==> src/rtl/qu_res_station.sv <==
// Reservation station for the Qu execute stage: holds renamed cells, snoops the CDB, issues the lowest ready entry.
// Optional macro QU_RS_WAKEUP_BYPASS_EN lets a same-cycle CDB wakeup drive selection and the issued operand value.
package qu_res_station_pkg;
  localparam int TAG_W = 4;

  typedef struct packed {
    logic             busy;
    logic [13:0]      op;
    logic [TAG_W-1:0] qj;
    logic [TAG_W-1:0] qk;
    logic [31:0]      vj;
    logic [31:0]      vk;
    logic [31:0]      a;
  } res_st_cell_t;
endpackage

module qu_rs_entry import qu_res_station_pkg::*; #(
  parameter int TAG_W = 4
) (
  input  logic             clk,
  input  logic             rstn,
  input  logic             flush_i,
  input  logic             alloc_we_i,
  input  logic             issue_clr_i,
  input  res_st_cell_t     alloc_cell_i,
  input  logic             cdb_valid_i,
  input  logic [TAG_W-1:0] cdb_tag_i,
  input  logic [31:0]      cdb_value_i,
  output logic             busy_o,
  output logic             rdy_o,
  output res_st_cell_t     cell_o
);
  res_st_cell_t cell_q, cell_d, woke;

  // Operand state as it will be after this cycle's broadcast.
  always_comb begin
    woke = cell_q;
    if (cell_q.busy && cdb_valid_i) begin
      if (cell_q.qj != '0 && cell_q.qj == cdb_tag_i) begin
        woke.vj = cdb_value_i;
        woke.qj = '0;
      end
      if (cell_q.qk != '0 && cell_q.qk == cdb_tag_i) begin
        woke.vk = cdb_value_i;
        woke.qk = '0;
      end
    end
  end

  always_comb begin
    cell_d = woke;
    if (alloc_we_i) begin
      cell_d      = alloc_cell_i;
      cell_d.busy = 1'b1;
    end else if (issue_clr_i) begin
      cell_d.busy = 1'b0;
    end
  end

  always_ff @(posedge clk) begin
    if (!rstn)        cell_q      <= '0;
    else if (flush_i) cell_q.busy <= 1'b0;
    else              cell_q      <= cell_d;
  end

  assign busy_o = cell_q.busy;
`ifdef QU_RS_WAKEUP_BYPASS_EN
  assign cell_o = woke;
  assign rdy_o  = woke.busy && woke.qj == '0 && woke.qk == '0;
`else
  assign cell_o = cell_q;
  assign rdy_o  = cell_q.busy && cell_q.qj == '0 && cell_q.qk == '0;
`endif
endmodule

module qu_res_station import qu_res_station_pkg::*; #(
  parameter int RS_DEPTH = 4,
  parameter int TAG_W    = 4
) (
  input  logic                            clk,
  input  logic                            rstn,
  input  logic                            flush,
  input  logic                            alloc_valid,
  input  res_st_cell_t                    alloc_cell,
  output logic                            alloc_ready,
  input  logic                            cdb_valid,
  input  logic [TAG_W-1:0]                cdb_tag,
  input  logic [31:0]                     cdb_value,
  output logic                            issue_valid,
  output res_st_cell_t                    issue_cell,
  input  logic                            issue_ready,
  output logic [$clog2(RS_DEPTH+1)-1:0]   occupancy
);
  localparam int IDX_W = (RS_DEPTH > 1) ? $clog2(RS_DEPTH) : 1;
  localparam int OCC_W = $clog2(RS_DEPTH+1);

  logic [RS_DEPTH-1:0] busy, rdy, alloc_we, issue_clr;
  res_st_cell_t        ent_cell [RS_DEPTH];
  res_st_cell_t        alloc_cap;
  logic [IDX_W-1:0]    free_idx, sel_idx;
  logic [OCC_W-1:0]    occ_q, occ_d;
  logic                alloc_fire, issue_fire;

  // A broadcast in the allocation cycle must land in the new entry, or it is lost.
  always_comb begin
    alloc_cap = alloc_cell;
    if (cdb_valid) begin
      if (alloc_cell.qj != '0 && alloc_cell.qj == cdb_tag) begin
        alloc_cap.vj = cdb_value;
        alloc_cap.qj = '0;
      end
      if (alloc_cell.qk != '0 && alloc_cell.qk == cdb_tag) begin
        alloc_cap.vk = cdb_value;
        alloc_cap.qk = '0;
      end
    end
  end

  always_comb begin
    free_idx = '0;
    sel_idx  = '0;
    for (int i = RS_DEPTH-1; i >= 0; i--) begin
      if (!busy[i]) free_idx = IDX_W'(i);
      if (rdy[i])   sel_idx  = IDX_W'(i);
    end
  end

  // alloc_ready comes from the registered count only, so issue_ready never reaches it.
  assign alloc_ready = occ_q < OCC_W'(RS_DEPTH);
  assign issue_valid = |rdy;
  assign alloc_fire  = alloc_valid && alloc_ready;
  assign issue_fire  = issue_valid && issue_ready;
  assign occupancy   = occ_q;

  for (genvar g = 0; g < RS_DEPTH; g++) begin : g_ent
    assign alloc_we[g]  = alloc_fire && free_idx == IDX_W'(g);
    assign issue_clr[g] = issue_fire && sel_idx  == IDX_W'(g);

    qu_rs_entry #(.TAG_W(TAG_W)) u_ent (
      .clk          (clk),
      .rstn         (rstn),
      .flush_i      (flush),
      .alloc_we_i   (alloc_we[g]),
      .issue_clr_i  (issue_clr[g]),
      .alloc_cell_i (alloc_cap),
      .cdb_valid_i  (cdb_valid),
      .cdb_tag_i    (cdb_tag),
      .cdb_value_i  (cdb_value),
      .busy_o       (busy[g]),
      .rdy_o        (rdy[g]),
      .cell_o       (ent_cell[g])
    );
  end

  always_comb begin
    issue_cell = '0;
    if (issue_valid) begin
      issue_cell      = ent_cell[sel_idx];
      issue_cell.qj   = '0;
      issue_cell.qk   = '0;
      issue_cell.busy = 1'b1;
    end
  end

  always_comb begin
    occ_d = occ_q;
    if (alloc_fire && !issue_fire)      occ_d = occ_q + OCC_W'(1);
    else if (!alloc_fire && issue_fire) occ_d = occ_q - OCC_W'(1);
  end

  always_ff @(posedge clk) begin
    if (!rstn)      occ_q <= '0;
    else if (flush) occ_q <= '0;
    else            occ_q <= occ_d;
  end
endmodule
==> config.mk <==
export PLATFORM = sky130hd
export DESIGN_NAME = qu_res_station
export DESIGN_NICKNAME = d
export VERILOG_FILES = /design/src/rtl/qu_res_station.sv
export SDC_FILE = /design/constraint.sdc
export NUM_CORES = 1
export LEC_CHECK = 0
export ABC_CLOCK_PERIOD_IN_PS = 3300
export CAP_MARGIN = 0
export CORE_MARGIN = 3
export CORE_UTILIZATION = 45
export DETAILED_ROUTE_END_ITERATION = 10
export GPL_TIMING_DRIVEN = 0
export MAX_ROUTING_LAYER = met4
export PLACE_DENSITY = 0.63
export SLEW_MARGIN = 20
export SYNTH_ARGS = -nofsm -noshare
export SYNTH_HDL_FRONTEND = slang
export SYNTH_SLANG_ARGS = --single-unit
==> constraint.sdc <==
create_clock -name clk -period 3.3 [get_ports clk]
set_clock_uncertainty 0.1 [all_clocks]
set_input_delay 0.825 -clock clk [delete_from_list [all_inputs] [get_ports clk]]
set_output_delay 0.825 -clock clk [all_outputs]
set_load 0.01 [all_outputs]
=== After elaboration in Yosys (flattened, before gate mapping) ===
Index checks and enable logic that the tools add are counted.

* Flip-flop bits (word level): 479
* Bits of input ports: 161
* Logic and storage cells: 190

* $add $sub $neg: 2
* Order comparisons: 2
* Equality and inequality tests: 16
* Mux-type cells: 51
* Bitwise operators: 3
* Reductions and logical operators: 87

{| class="wikitable"
|+ Operators by type and width
! operator !! number
|-
| $mux W104 || 4
|-
| $mux W72 || 5
|-
| $mux W32 || 10
|-
| $bmux W119 S2 || 1
|-
| $mux W118 || 2
|-
| $mux W119 || 1
|-
| $eq A4 B4 Y1 || 10
|-
| $mux W4 || 10
|-
| $reduce_bool A4 Y1 || 10
|-
| $logic_and A1 B1 Y1 || 34
|-
| $reduce_bool A2 Y1 || 17
|-
| $logic_not A4 Y1 || 8
|-
| $reduce_and A3 Y1 || 8
|-
| $mux W2 || 8
|-
| $eq A2 B2 Y1 const B || 4
|-
| $mux W1 || 8
|-
| $reduce_and A2 Y1 || 4
|-
| $mux W3 || 2
|-
| $eq A2 B1 Y1 const B || 2
|-
| $logic_not A2 Y1 || 2
|-
| $reduce_or A4 Y1 || 1
|-
| $add A3 B1 Y3 const B || 1
|-
| $ge A3 B3 Y1 const B || 1
|-
| $lt A3 B3 Y1 const B || 1
|-
| 5 further kinds || 7
|}

=== Depth between registers and ports, before layout ===
* Depth after elaboration: 12
* Mapped depth: 15
* Mapped depth without buffers: 11

=== Hierarchy ===
From an unflattened synthesis, not the netlist that was laid out.

* Cell total of the unflattened synthesis: 2943
* Area total of the unflattened synthesis: 25679.6 sq um

{| class="wikitable"
|+ By module, submodules not included
! module !! instances !! cells each !! area each (sq um)
|-
| qu_rs_entry || 4 || 599 || 5391.4
|-
| qu_res_station || 1 || 547 || 4113.9
|}

=== Least setup slack after synthesis ===
OpenSTA, ideal clock, no wires.

* Path type: flip-flop to flip-flop
* From: reg g_ent[2].u_ent.busy_o (netlist name)
* To: reg occ_q[2] (netlist: occupancy[2])
* Library setup time: 70 ps
* Arrival time: 2631 ps
* Data required time: 3130 ps
* Slack: 500 ps
* Stages on the path, launching flop included: 16
* Clock period less this slack: 2800 ps
* Cells stage by stage: dfxtp_1 > buf_2 > nor3b_1 > and3_1 > buf_2 > buf_2 > buf_1 > nor2_1 > nand2_1 > nand2_1 > ha_1 > inv_1 > fa_1 > xor2_1 > or3_1 > a21oi_1

* Word-level cells in the longest chain between the ends: 7
* Elaborated cells on any way between the ends: 9
* Those cells by class: 1 x mux; 8 x reduce/logical

{| class="wikitable"
|+ RTL lines
! what !! line !! text
|-
| $logic_and A1 B1 Y1 * (2 in series) || 72 || <nowiki>assign rdy_o = cell_q.busy && cell_q.qj == '0 && cell_q.qk == '0;</nowiki>
|-
| $reduce_or A4 Y1 * || 130 || <nowiki>assign issue_valid = |rdy;</nowiki>
|-
| named net issue_valid || 89 || <nowiki>output logic issue_valid,</nowiki>
|-
| $logic_and A1 B1 Y1 * || 132 || <nowiki>assign issue_fire = issue_valid && issue_ready;</nowiki>
|-
| $logic_not A1 Y1 || 167 || <nowiki>if (alloc_fire && !issue_fire) occ_d = occ_q + OCC_W'(1);</nowiki>
|-
| $logic_and A1 B1 Y1 || 167 ||
|-
| $mux W3 / $reduce_bool A2 Y1 (equally long branches) || n/a ||
|-
| to (signal assigned) || 172 || <nowiki>if (!rstn) occ_q <= '0;</nowiki>
|-
| to (signal assigned) || 173 || <nowiki>else if (flush) occ_q <= '0;</nowiki>
|-
| to (signal assigned) || 174 || <nowiki>else occ_q <= occ_d;</nowiki>
|-
| to (decl) || 101 || <nowiki>logic [OCC_W-1:0] occ_q, occ_d;</nowiki>
|}

The timed path passes the listed nets; every way through them passes the cells marked *.
A chain may end at the register's enable or synchronous reset.

==> results.yml <==
setup_path:
  crit_arrival_ps: 2910
  endpoint_kind: "output pin"
  slowest_delay_ps: 310
  path_cells: "clkbuf_4 -> nor3b_4 -> and3_4 -> buf_6 -> o211ai_1 -> buf_6 -> buf_6 -> buf_12 -> a21oi_1 -> a221o_1 -> buf_2"
  worstRegToRegCells: 15
  crit_path_start_kind: "flip-flop"
  cp.required_ps: 2370
  path_max_fanout: 10
  cp_slowest_cell: "dfxtp_1"
  worstSetupPathType: "reg -> out"
  path_common_cell: "buf_6"
synthesis:
  synth_top_area_cell: "dfxtp_1"
  syn_area_um2: 22500
  ys_seq_area_share_pct: 42.6
  synth.distinct_cells: 67
  synth.ff_latch_count: 479
  ys.flop_type: "dfxtp_1"
  synth-edff-count: 0
  synth.area.top_cells: "dfxtp_1, nand2_1, a21oi_1"
  synthCells: 2877
  async_flop_share_pct: 0
  synth_top_area_share_pct: 42.6
  ys_warn_count: 0
  syn_avg_cell_area_um2: 7.82
clock_network:
  clock_latency_ps: 610
  cts_hold_buf: 0
  clockBufferDepth: 3
  htreeDepth: 2
  cts_tree: "built"
  root_buffer: "clkbuf_16"
  clk_pin_slew_worst_paths_ps: 60
  cts.sinks: 479
  cts_buffers: 53
detailed_routing:
  drt_pre_antenna_iters: 6
  drt-initial-drc-count: 2856
  wl_per_cell_um: 25.1
  ant_nets: 0
  routed_wl_mm: 98.2
  num_vias: 24600
  viasPerCell: 6.27
  route.detailed.drc: 0
worst_hold_path:
  hp-class: "reg -> reg"
  whs_path_depth: 2
global_routing:
  antenna_found_initial: 3
  grt_pass1_vias: 23400
  grt_max_degree: 14
  grt_pass1_wl_mm: 144
  grt_usage_pct: 36.2
  grt_overflow: 0
floorplan:
  start_util_pct: 45.8
  rows: 81
  die_x_um: 230
  die-area_um2: 52700
  core_area_um2: 49200
  io_pins: 285
  die_y_um: 230
cells_and_area:
  layout.nets: 3374
  fin_area_um2: 28800
  syn2layout_area_growth_pct: 28.0
  layout-drive-gt1-share_pct: 16.6
placement:
  dp_hpwl_mm: 67.3
  preCtsSetupSlack_ps: -1110
  gp_congestion: 0.961
  portBuffers: 241
  place_area_um2: 25800
timing:
  rsz0062_at_grt: "true"
  worstMarginPinSlew_ps: 973
  slew_headroom_pct: 34.8
  setup_viol: 112
  slew_viol_final: 0
  min_period_ps: 3840
  hold_violations: 0
  setup_slack_ps: -539
  finalCritPeriodShare_pct: 116
  max_freq_mhz: 260
run_status:
  status: "finished, violations left"
  violations: "setup timing"
job:
  cap_violations: 0
pwr:
  powerDensity_nw_per_um2: 472
  ir_drop_mv: 0.394
  p_leak_nw: 10.6
  power.total_w: 0.0136
[cell usage in the layout, fill, tap and decap left out, types with 13 or more instances in the layout]
cell / Yosys / layout
nand2_1: 695 / 694
dfxtp_1: 479 / 478
a21oi_1: 302 / 256
clkbuf_1: 211 / 170
o21ai_0: 167 / 167
a31oi_1: 129 / 129
clkdlybuf4s50_1: 0 / 129
buf_2: 62 / 125
a22oi_1: 124 / 121
a221o_1: 117 / 117
nor2_1: 91 / 87
clkbuf_16: 0 / 57
nand3_1: 60 / 57
and2_1: 43 / 43
buf_4: 19 / 41
o21ai_1: 40 / 40
buf_6: 5 / 39
clkbuf_2: 0 / 34
and3_1: 35 / 33
mux2i_1: 33 / 33
a21oi_2: 1 / 32
mux2_2: 31 / 31
o22ai_2: 0 / 27
clkbuf_8: 0 / 23
inv_1: 19 / 19
a21oi_4: 3 / 18
xnor2_1: 17 / 17
xor2_1: 16 / 16
o22ai_1: 57 / 15
o22ai_4: 0 / 15
buf_12: 1 / 13
[worst max-delay path, delay by kind of cell (launching register included)]
kind	cells	cell delay (ps)
AOI/OAI and AO/OA	3	570
and+or+nand+nor	2	340
DFF	1	310
buffers and inverters	6	1060
[report_power, final]
group          internal (W)  switching, W  leakage [nW]
Combinational      0.000493      0.000892          5.78
Sequential          0.00590     0.0000678          3.88
Clock               0.00375       0.00250         0.902
[final cells by class]
type,instances,area [um^2]
fill,4488,20300
multi-input combinational,2078,12400
sequential,479,9590
timing repair buffer,278,2380
buffer,301,1730
clock buffer,85,1670
tap,664,831
clock inverter,11,161
inverter,20,75.1
antenna,3,7.51
[Yosys cell counts (11+ instances only)]
library cell  instances
a21oi_1             302
a221o_1             117
a22oi_1             124
a31oi_1             129
and2_1               43
and3_1               35
buf_2                62
buf_4                19
clkbuf_1            211
dfxtp_1             479
inv_1                19
mux2_2               31
mux2i_1              33
nand2_1             695
nand3_1              60
nor2_1               91
nor3_1               11
o21ai_0             167
o21ai_1              40
o22ai_1              57
xnor2_1              17
xor2_1               16
[per-layer routing]
metal	global-route usage [%]	part of all wire [%]	vias to the layer above
met1	45.7	40	11900
met5	-	0	-
met2	56.6	46	1494
met3	5.61	9.1	303
li1	-	-	10900
met4	18.2	5.3	0
[worst paths after layout]
path	startpoint	endpoint	slack [ps]
worst min-delay path	g_ent[2].u_ent.cell_o[17]$_SDFFE_PN0P_	g_ent[2].u_ent.cell_o[17]$_SDFFE_PN0P_	350
worst max-delay path	g_ent[2].u_ent.busy_o$_SDFFE_PP0P_	issue_cell[19]	-540
worst min register to register	g_ent[2].u_ent.cell_o[17]$_SDFFE_PN0P_	g_ent[2].u_ent.cell_o[17]$_SDFFE_PN0P_	350
worst max register to register	g_ent[0].u_ent.busy_o$_SDFFE_PP0P_	occupancy[2]$_SDFFE_PP0P_	160
[kinds of logic (layout without fill, tap and decap cells)]
family	after synthesis	after routing	share of synthesized area (%)
AND/OR/NAND/NOR	983	983	18.6
adder cells (fa/ha/maj)	2	2	0.145
multiplexers	65	65	3.09
flip-flops	479	479	42.6
buffers and inverters	327	695	6.35
other	1	11	0.0167
XOR/XNOR	33	33	1.28
AO/OA/AOI/OAI	987	987	27.9
[metrics by stage]
| step | util (%) | std cells | hold slack (ps) | TNS [ps] |
|---|---|---|---|---|
| 2_1_floorplan | - | 2884 | 336 | 0 |
| 3_3_place_gp | 52.4 | 3789 | 341 | -257810 |
| 3_5_place_dp | 52.5 | 3790 | 346 | -244050 |
| 4_1_cts | 57.3 | 3894 | 354 | -59880 |
| 5_1_grt | 58.6 | 3919 | 370 | -51950 |
| 6_report | 58.6 | 3919 | 354 | -46090 |
[flip-flops by register name, indices dropped and copies added (netlist names)]
name and flops:
g_ent.u_ent.cell_o 472, g_ent.u_ent.busy_o 4, occupancy 3
[what timing repair did]
action / CTS / global route
endpoints found under the setup margin: 140 / 242
gates cloned: 0 / 1
resized for setup: 366 / 387
pin swaps: 3 / 20
endpoints found under the hold margin: 0 / 0
buffers inserted: 9 / 26
(Power assumes the default switching activity.)
